--- config.mk ---
export PLATFORM = sky130hd
export DESIGN_NAME = fetch_btb_stage_flat
export DESIGN_NICKNAME = d
export VERILOG_FILES = /design/src/rtl/fetch_btb_stage_if.sv /design/src/rtl/fetch_btb_stage.sv /design/src/flat_wrapper.sv
export SDC_FILE = /design/constraint.sdc
export NUM_CORES = 1
export LEC_CHECK = 0
export CAP_MARGIN = 10
export CORE_ASPECT_RATIO = 1.75
export CORE_UTILIZATION = 32
export DETAILED_ROUTE_END_ITERATION = 6
export PLACE_DENSITY = 0.84
export SLEW_MARGIN = 20
export SYNTH_ARGS = -nofsm -noshare
export SYNTH_HDL_FRONTEND = slang
export SYNTH_SLANG_ARGS = --single-unit
--- constraint.sdc ---
create_clock -name clk_i -period 1.85 [get_ports clk_i]
set_input_delay 0.2775 -clock clk_i [delete_from_list [all_inputs] [get_ports clk_i]]
set_output_delay 0.2775 -clock clk_i [all_outputs]
set_load 0.01 [all_outputs]
--- src/rtl/fetch_btb_stage_if.sv ---
// Fetch-stage bus: stall/redirect control and BTB training from EX, fetch PC and prediction out to IF_ID.
// The slave modport is the fetch stage; the master modport is the side driving it.
interface fetch_btb_stage_if;
  logic        enable_i;
  logic        redirect_i;
  logic [31:0] redirect_pc_i;
  logic        upd_valid_i;
  logic [31:0] upd_pc_i;
  logic [31:0] upd_target_i;
  logic        upd_taken_i;
  logic [31:0] pc_o;
  logic        br_sel_BTB_o;
  logic [31:0] predicted_pc_o;

  modport slave (
    input  enable_i, redirect_i, redirect_pc_i,
    input  upd_valid_i, upd_pc_i, upd_target_i, upd_taken_i,
    output pc_o, br_sel_BTB_o, predicted_pc_o
  );

  modport master (
    output enable_i, redirect_i, redirect_pc_i,
    output upd_valid_i, upd_pc_i, upd_target_i, upd_taken_i,
    input  pc_o, br_sel_BTB_o, predicted_pc_o
  );
endinterface

--- src/rtl/fetch_btb_stage.sv ---
// IF-stage PC generator with a direct-mapped BTB and 2-bit saturating direction counters.
// Define FETCH_BTB_EN to build the BTB; without it the stage always predicts pc+4.
module fetch_btb_stage #(
  parameter int          BTB_ENTRIES = 16,
  parameter logic [31:0] RESET_PC    = 32'h0
) (
  input logic               clk_i,
  input logic               rst_ni,
  fetch_btb_stage_if.slave  bus
);

  localparam int IDX_W = $clog2(BTB_ENTRIES);
  localparam int TAG_W = 30 - IDX_W;

  logic [31:0] pc_q;
  logic [31:0] pc_d;
  logic [31:0] pc_plus4;
  logic        br_sel;
  logic [31:0] predicted_pc;

  assign pc_plus4 = pc_q + 32'd4;

`ifdef FETCH_BTB_EN
  typedef struct packed {
    logic             valid;
    logic [TAG_W-1:0] tag;
    logic [31:0]      target;
    logic [1:0]       cnt;
  } btb_entry_t;

  btb_entry_t btb_q [BTB_ENTRIES];

  logic [IDX_W-1:0] lkp_idx;
  logic [TAG_W-1:0] lkp_tag;
  logic             lkp_hit;
  logic [IDX_W-1:0] upd_idx;
  logic [TAG_W-1:0] upd_tag;
  logic             upd_hit;
  logic             unused_upd_lsb;

  assign lkp_idx = pc_q[IDX_W+1:2];
  assign lkp_tag = pc_q[31:IDX_W+2];
  assign lkp_hit = btb_q[lkp_idx].valid && (btb_q[lkp_idx].tag == lkp_tag);
  assign br_sel  = lkp_hit && btb_q[lkp_idx].cnt[1];

  assign predicted_pc = br_sel ? btb_q[lkp_idx].target : pc_plus4;

  // Word-aligned PCs: the low two bits of the training PC carry no index or tag information.
  assign upd_idx        = bus.upd_pc_i[IDX_W+1:2];
  assign upd_tag        = bus.upd_pc_i[31:IDX_W+2];
  assign upd_hit        = btb_q[upd_idx].valid && (btb_q[upd_idx].tag == upd_tag);
  assign unused_upd_lsb = ^bus.upd_pc_i[1:0];

  // NOTE: the table is cleared in full on reset because a stale valid bit would produce
  // a wrong prediction; the lookup then sees pre-update contents because writes are non-blocking.
  always_ff @(posedge clk_i or negedge rst_ni) begin
    if (!rst_ni) begin
      for (int i = 0; i < BTB_ENTRIES; i++) begin
        btb_q[i] <= '{valid: 1'b0, tag: '0, target: '0, cnt: 2'b01};
      end
    end else if (bus.upd_valid_i) begin
      if (bus.upd_taken_i) begin
        if (upd_hit) begin
          btb_q[upd_idx].target <= bus.upd_target_i;
          if (btb_q[upd_idx].cnt != 2'b11) btb_q[upd_idx].cnt <= btb_q[upd_idx].cnt + 2'd1;
        end else begin
          btb_q[upd_idx] <= '{valid: 1'b1, tag: upd_tag, target: bus.upd_target_i, cnt: 2'b10};
        end
      end else if (upd_hit && (btb_q[upd_idx].cnt != 2'b00)) begin
        btb_q[upd_idx].cnt <= btb_q[upd_idx].cnt - 2'd1;
      end
    end
  end
`else
  logic unused_upd;

  assign br_sel       = 1'b0;
  assign predicted_pc = pc_plus4;
  assign unused_upd   = ^{bus.upd_valid_i, bus.upd_pc_i, bus.upd_target_i, bus.upd_taken_i};
`endif

  // NOTE: the always_comb assigns a default first so no path through it can infer a latch.
  always_comb begin
    pc_d = pc_q;
    if (bus.redirect_i)    pc_d = bus.redirect_pc_i;
    else if (bus.enable_i) pc_d = predicted_pc;
  end

  always_ff @(posedge clk_i or negedge rst_ni) begin
    if (!rst_ni) pc_q <= RESET_PC;
    else         pc_q <= pc_d;
  end

  assign bus.pc_o           = pc_q;
  assign bus.br_sel_BTB_o   = br_sel;
  assign bus.predicted_pc_o = predicted_pc;

endmodule

--- src/flat_wrapper.sv ---
// flat-port wrapper written by rule: the top's interface ports become plain ports
module fetch_btb_stage_flat 
#(
  parameter int          BTB_ENTRIES = 16,
  parameter logic [31:0] RESET_PC    = 32'h0
)
  (clk_i, rst_ni, bus_enable_i, bus_redirect_i, bus_redirect_pc_i, bus_upd_valid_i, bus_upd_pc_i, bus_upd_target_i, bus_upd_taken_i, bus_pc_o, bus_br_sel_BTB_o, bus_predicted_pc_o);
  fetch_btb_stage_if bus_i ();
  input logic clk_i;
  input logic rst_ni;
  input wire logic [$bits(bus_i.enable_i)-1:0] bus_enable_i;
  input wire logic [$bits(bus_i.redirect_i)-1:0] bus_redirect_i;
  input wire logic [$bits(bus_i.redirect_pc_i)-1:0] bus_redirect_pc_i;
  input wire logic [$bits(bus_i.upd_valid_i)-1:0] bus_upd_valid_i;
  input wire logic [$bits(bus_i.upd_pc_i)-1:0] bus_upd_pc_i;
  input wire logic [$bits(bus_i.upd_target_i)-1:0] bus_upd_target_i;
  input wire logic [$bits(bus_i.upd_taken_i)-1:0] bus_upd_taken_i;
  output wire logic [$bits(bus_i.pc_o)-1:0] bus_pc_o;
  output wire logic [$bits(bus_i.br_sel_BTB_o)-1:0] bus_br_sel_BTB_o;
  output wire logic [$bits(bus_i.predicted_pc_o)-1:0] bus_predicted_pc_o;
  assign bus_i.enable_i = bus_enable_i;
  assign bus_i.redirect_i = bus_redirect_i;
  assign bus_i.redirect_pc_i = bus_redirect_pc_i;
  assign bus_i.upd_valid_i = bus_upd_valid_i;
  assign bus_i.upd_pc_i = bus_upd_pc_i;
  assign bus_i.upd_target_i = bus_upd_target_i;
  assign bus_i.upd_taken_i = bus_upd_taken_i;
  assign bus_pc_o = bus_i.pc_o;
  assign bus_br_sel_BTB_o = bus_i.br_sel_BTB_o;
  assign bus_predicted_pc_o = bus_i.predicted_pc_o;
  fetch_btb_stage #(.BTB_ENTRIES(BTB_ENTRIES), .RESET_PC(RESET_PC)) u_core (.clk_i(clk_i), .rst_ni(rst_ni), .bus(bus_i));
endmodule
# After elaboration in Yosys (flattened, before gate mapping)

Index checks and enable logic that the tools add are counted.

Bits of input ports: 102
Output and inout port bits: 65
Register bits after elaboration: 32
Logic and storage cells: 5

Reductions and logical operators: 1
Muxes and demuxes: 2
Add/sub/neg operators: 1

Operators with widths:

| cell                    | count |
|---|---|
| $mux W32                | 2 |
| $add A32 B3 Y32 const B | 1 |
| $reduce_bool A2 Y1      | 1 |

# Logic depth before layout (Yosys ltp)

Gate-level depths: netlist of the first run.

Word-level depth: 3
Depth in mapped cells: 6
Mapped depth without buffers: 5

# Worst setup path before layout of the first run

OpenSTA, ideal clock, no wires.

Path type: register to output
Start point: reg u_core.pc_q[6], in the netlist u_core.bus.pc_o[6]
End point: out bus_predicted_pc_o[22]
Setup slack: -0.232 ns
Arrival: 1.804 ns
Cell stages (with the launch flop): 6
Required time: 1.572 ns
Buffers on the path: 1
Path through: dfrtp_1 > buf_2 > nand4_4 > nor4_1 > nand4_1 > xnor2_1

Longest elaborated chain between the ends: 1

Ends and longest elaborated chain:

| element                | RTL line              | source |
|---|---|---|
| start, declared        | fetch_btb_stage.sv:15 | `logic [31:0] pc_q;` |
| start signal, assigned | fetch_btb_stage.sv:91 | `else pc_q <= pc_d;` |
| $add A32 B3 Y32        | fetch_btb_stage.sv:21 | `assign pc_plus4 = pc_q + 32'd4;` |
| end, declared          | flat_wrapper.sv:20    | `output wire logic [$bits(bus_i.predicted_pc_o)-1:0] bus_predicted_pc_o;` |

No other way between the ends.

# Worst setup path in the final report of the first run

Start point: reg u_core.pc_q[16], in the netlist u_core.bus.pc_o[16]
End point: out bus_predicted_pc_o[24]

Same word-level chain as after synthesis.

==> results.yml, run 1 <==
layout:
  finalCoreUtilization: 0.719
  design_area_sq_mm: 0.00520
  final_cell_mix: "98 x buf_4, 65 x clkdlybuf4s50_1, 47 x buf_6"
  nFillCells: 453
  diodes: 0
  final_nets: 624
  area_growth_pct: 118
  final_common_cell: "buf_4"
  largest_reg_flops: 32
  drive_above_1_share: 0.487
placement:
  io_buffers: 99
  place_congestion: 0.919
  dpl_cell_area_sq_mm: 0.00405
  hpwl_mm: 6.77
  pre_cts_ws_ns: -0.402
yosys:
  seq_area_frac_synth: 0.336
  yosysTopAreaCell: "dfrtp_1"
  ys_async_sr_fraction: 1.00
  synth-edff-count: 0
  synth.distinct_cells: 35
  synth_fp_nets: 394
  syn_avg_cell_area_sq_um: 8.20
  synth_warnings: 0
  synth.top_cell.area_share: 0.336
  yosys_register_bits: 32
  synth_ff_type: "dfrtp_1"
  syn-cell-area_sq_mm: 0.00238
  synth_area_leaders: "dfrtp_1 34%, xnor2_1 9.9%, xor2_1 5.5%"
  netlist_instances: 291
power:
  power_frac_comb: 0.422
  p_sw_frac: 0.328
  p_leak_nw: 2.28
  peakVddDrop_mv: 0.484
  pwr-share-seq: 0.289
  p_sw_mw: 0.962
  p_per_area_mw_per_mm2: 565
  pwr-share-clk: 0.288
  p_int_mw: 1.97
setup_path:
  worstSetupEndpoint: "bus_predicted_pc_o[24]"
  cp.required_ns: 1.57
  cp-start-kind: "register"
  end_kind: "output port"
  critical_path.startpoint: "u_core.bus.pc_o[16]"
  r2r_start: "u_core.bus.pc_o[7]"
  worst-path-max-fanout: 3
  r2r_setup_slack_ns: -0.48
  r2r-end: "u_core.bus.pc_o[28]"
  arrival_ns: 2.16
  critPathKind: "reg2out"
  rr_worst_depth: 7
route:
  totalWireLength_mm: 13.0
  drtPass1Iterations: 5
  drc: 0
  drt_iter0_markers: 319
  via_per_inst: 5.88
  final_antenna_net_count: 0
  num_vias: 3577
  wire_per_inst_microns: 21.3
floorplan:
  dieArea_sq_mm: 0.00782
  rows: 41
  ios: 167
  start_util: 0.330
  coreArea_sq_mm: 0.00723
  die_w_microns: 67.3
  die_y_microns: 116
clock_network:
  cts_buffers: 5
  cts.sinks: 32
  clkLatencyLatePin_ns: 0.28
  htreeDepth: 2
  cts_root_buf: "clkbuf_16"
  clk_pin_slew_ns: 0.05
  cts_tree: "done"
  cts_max_path_buffers: 2
sta:
  setup_viol: 41
  fin_skew_ns: 0.00279
  grt_setup_unrepaired: "true"
  hold_viol_final: 0
  relSlewSlack: 0.571
  fin_crit_sh: 1.32
  worstMarginPinSlew_ns: 0.637
  setup_ws_ns: -0.592
  maxSlewViolCount: 0
  fin_crit_ns: 2.44
  max_freq_ghz: 0.409
grt:
  gr-total-overflow: 0
  antenna_found_initial: 0
  track_usage: 0.284
  grt_pass1_wl_mm: 16.7
  grt_max_degree: 33
  grt_pass1_vias: 3413
run:
  max-cap-violations: 0
worst_hold_path:
  min_path_type: "in2async"
status:
  violations: "negative setup slack"
  status: "complete, but fails checks"
area by class of cell:
| cell class | instances | area (sq um) | share of cell area |
|---|---|---|---|
| Multi-Input combinational cell | 228 | 1920 | 0.370 |
| Clock buffer | 8 | 146 | 0.0282 |
| Tap cell | 86 | 108 | 0.0207 |
| Timing Repair Buffer | 247 | 2190 | 0.421 |
| Sequential cell | 32 | 808 | 0.156 |
| Inverter | 7 | 26.3 | 0.00506 |
power by group through the flow:
| stage | clock network, mW | logic, mW | registers [mW] |
|---|---|---|---|
| final | 0.847 | 1.24 | 0.849 |
| after global placement | 0 | 0.969 | 0.846 |
| after detailed placement | 0 | 0.986 | 0.853 |
| after floorplan | 0 | 0.347 | 0.900 |
| after CTS | 0.833 | 1.08 | 0.834 |
| after global routing | 0.868 | 1.30 | 0.853 |
metrics by stage:
stage          instances  power (mW)  TNS [ns]  hold slack [ns]
2_1_floorplan        291        1.25    -0.332          -0.0181
3_3_place_gp         537        1.82     -8.49            0.514
3_5_place_dp         537        1.84     -9.59            0.536
4_1_cts              584        2.75     -5.22            0.433
5_1_grt              608        3.02    -13.17            0.454
6_report             608        2.94    -11.64            0.409
layer usage:
layer | GRT usage | share of wire | vias up
li1 | - | - | 1511
met1 | 0.291 | 0.34 | 1723
met2 | 0.519 | 0.53 | 271
met3 | 0.0439 | 0.074 | 72
met4 | 0.172 | 0.059 | 0
met5 | 0 | 0 | -
cells in the mapped netlist (4+ instances only):
cell and number:
clkbuf_1 13, or4_1 12, buf_2 7, o31ai_1 7
and3_1 4, dfrtp_1 32, nor3_1 5, nor4_1 6
mux2_2 4, nand2_1 32, xor2_1 15, xnor2_1 27
nor2_1 23, nand4_1 17, a31oi_1 13, and4_1 8
o21ai_0 16, inv_1 6, nand3_1 19
worst max-delay path, cell delays in order, from the launching register on:
cell and delay [ns]:
dfrtp_1 0.41, nand4_1 0.24, nor4_4 0.43, buf_4 0.21
buf_6 0.10, buf_6 0.09, nand3_4 0.07, xnor2_2 0.17
buf_2 0.17
worst min path at each step:
stage / slack, ns / end / cells after the start / startpoint
6_report: 0.41 / u_core.bus.pc_o[21] / 2 / rst_ni
3_3_place_gp: 0.51 / u_core.bus.pc_o[0] / 1 / u_core.bus.pc_o[0]
4_1_cts: 0.43 / u_core.bus.pc_o[1] / 2 / rst_ni
2_1_floorplan: -0.02 / u_core.bus.pc_o[0] / 0 / rst_ni
5_1_grt: 0.45 / u_core.bus.pc_o[23] / 2 / rst_ni
3_5_place_dp: 0.54 / u_core.bus.pc_o[0] / 1 / u_core.bus.pc_o[0]
cells by family (layout without fill, tap and decap cells):
family	after synthesis	in the layout	share of synthesized area
buffers and inverters	31	262	0.0577
adders and majority gates	1	1	0.00525
xor gates and xnor gates	42	42	0.154
AOI/OAI and AO/OA	42	42	0.110
other	1	1	0.00157
muxes	5	5	0.0231
and+or+nand+nor	137	137	0.312
DFF	32	32	0.336
repair_timing:
action / CTS / global route
resized for setup: 180 / 77
setup buffers: 39 / 31
endpoints found under the setup margin: 41 / 48
pin swaps: 43 / 55
hold buffers: 0 / 0
Note: power is estimated with default switching activity, not from simulation.
==> run 2, diff against run 1 <==
==> constraint.sdc (replaced) <==
create_clock -name clk_i -period 1.85 [get_ports clk_i]
set_input_delay 0.2775 -clock clk_i [delete_from_list [all_inputs] [get_ports clk_i]]
set_output_delay 0.2775 -clock clk_i [all_outputs]
set_load 0.05 [all_outputs]
==> run 2 against run 1 <==
Worst hold slack lost 0.0022 ns. Routed wire length is 1.6% lower. Combinational power up 58%. Global-route usage rose by 1.7 points. Clock skew up 0.0039 ns. Via count shrank 1.5%. Core utilization grew 8.0 points. The run ends with design-rule violations, negative setup slack left. Flip-flop and latch count unchanged. Final cell count decreased by 3.8%. Total power is 29% higher.
==> results.yml, run 2 (same netlist as run 1, synthesis figures left out) <==
setup_path:
  cp-start-kind: "register"
  critPathKind: "reg2out"
  slowest_stage: "dfrtp_2"
  cpPeakStageDelay_ns: 0.39
  cp_top_family: "simple AND/OR/NAND/NOR gates"
  end_kind: "output port"
  worst-path-max-fanout: 6
  crit_buf_inv: 3
  arrival_ns: 2.01
  crit_chain: "buf_4 > nand4_1 > buf_6 > nor2_4 > nand4_1 > xnor2_4 > buf_12"
  cp.required_ns: 1.57
  path_common_cell: "nand4_1"
route:
  wire_per_inst_microns: 21.8
  final_antenna_net_count: 0
  drc: 1
  totalWireLength_mm: 12.8
  num_vias: 3525
  via_per_inst: 6.03
  drt_iter0_markers: 396
  drtPass1Iterations: 7
status:
  status: "complete, but fails checks"
  violations: "design-rule violations, negative setup slack"
power:
  power_frac_comb: 0.518
  pwr-share-clk: 0.252
  p_leak_nw: 2.40
  p_sw_mw: 1.50
  power.total_mw: 3.79
  pwr-share-seq: 0.230
  p_sw_frac: 0.397
  p_per_area_mw_per_mm2: 656
  peakVddDrop_mv: 0.673
  p_int_mw: 2.29
floorplan:
  ios: 167
  coreArea_sq_mm: 0.00723
  start_util: 0.330
  dieArea_sq_mm: 0.00782
  rows: 41
  die_w_microns: 67.3
  die_y_microns: 116
layout:
  final_cells: 585
  diodes: 0
  final_cell_mix: "116 x buf_4, 39 x clkdlybuf4s50_1, 33 x buf_12, 33 x buf_6, 25 x nand2_1"
  drive_above_1_share: 0.599
  nFillCells: 386
  final_nets: 601
  largest_reg_flops: 32
  multiInputGateArea_sq_mm: 0.00230
  regArea_sq_um: 837
  area_growth_pct: 142
  final_common_cell: "buf_4"
  design_area_sq_mm: 0.00578
grt:
  grt_pass1_wl_mm: 17.3
  track_usage: 0.301
  grt_max_degree: 33
  grt_pass1_vias: 3456
  gr-total-overflow: 0
  antenna_found_initial: 0
clock_network:
  cts_buffers: 5
  clk_pin_slew_ns: 0.06
  cts_root_buf: "clkbuf_16"
  cts_tree: "done"
  cts_max_path_buffers: 2
  clkLatencyLatePin_ns: 0.29
  cts.sinks: 32
  htreeDepth: 2
worst_hold_path:
  min_path_type: "in2async"
sta:
  fin_crit_sh: 1.24
  grt_setup_unrepaired: "true"
  fin_crit_ns: 2.29
  setup_viol: 38
  fin_skew_ns: 0.00665
  worstMarginPinSlew_ns: 0.501
  max_freq_ghz: 0.438
  maxSlewViolCount: 0
  setup_ws_ns: -0.435
  fin_tns_setup_ns: -9.73
  relSlewSlack: 0.665
  hold_viol_final: 0
run:
  max-cap-violations: 0
placement:
  pre_cts_ws_ns: -0.371
  dp.cells: 544
  place_congestion: 0.924
  hpwl_mm: 7.26
  io_buffers: 99
  dpl_cell_area_sq_mm: 0.00489
==> run 2: cell count changes in the layout (fill, tap and decap cells not counted), moves of 10 or more <==
cell	before	now
buf_4	98	116
buf_12	2	33
dfrtp_1	26	7
buf_6	47	33
xnor2_4	1	16
dfrtp_2	6	23
buf_2	25	0
xor2_1	15	5
clkdlybuf4s50_1	65	39
==> run 2: layout make-up <==
class                   instances  area share
multi-input cells             228       0.398
inverters                       7     0.00498
well taps                      86      0.0186
clock inverters                 2     0.00606
flip-flops and latches         32       0.145
clock buffers                   6      0.0223
repair buffers                224       0.405
==> run 2: routing by layer <==
layer | up-vias | wire, microns | global-route usage
met2 | 249 | 6680 | 0.546
met5 | - | 0 | 0
met1 | 1709 | 4170 | 0.299
met4 | 0 | 1070 | 0.210
li1 | 1463 | - | -
met3 | 104 | 841 | 0.0479
==> run 2: path summary, 6_finish.rpt <==
check	from	endpoint	slack [ns]	cells after the start
worst min register to register	u_core.bus.pc_o[1]	u_core.bus.pc_o[1]	0.53	1
worst max register to register	u_core.bus.pc_o[3]	u_core.bus.pc_o[28]	-0.27	7
max in group asynchronous	rst_ni	u_core.bus.pc_o[2]	1.08	2
min in group clk_i	u_core.bus.pc_o[1]	u_core.bus.pc_o[1]	0.53	1
worst min-delay path	rst_ni	u_core.bus.pc_o[31]	0.41	2
worst max-delay path	u_core.bus.pc_o[3]	bus_predicted_pc_o[27]	-0.44	7
==> run 2: power by group through the flow <==
stage	combinational, mW	sequential, mW	clock (mW)
after floorplan	0.681	1.16	0
after global placement	1.71	0.862	0
after detailed placement	1.73	0.868	0
after CTS	1.86	0.855	0.951
after global routing	2.03	0.873	0.998
final	1.96	0.871	0.957
==> run 2: stage by stage <==
step / hold slack, ns / util
2_1_floorplan: -0.0181 / -
3_3_place_gp: 0.522 / 0.676
3_5_place_dp: 0.525 / 0.676
4_1_cts: 0.433 / 0.764
5_1_grt: 0.445 / 0.799
6_report: 0.407 / 0.799
==> run 2: timing repair <==
item / CTS / global route
setup endpoints to repair: 35 / 44
gates resized for setup: 61 / 33
pin swaps: 52 / 36
gates cloned: 0 / 0
hold buffers: 0 / 0
buffers inserted: 22 / 16
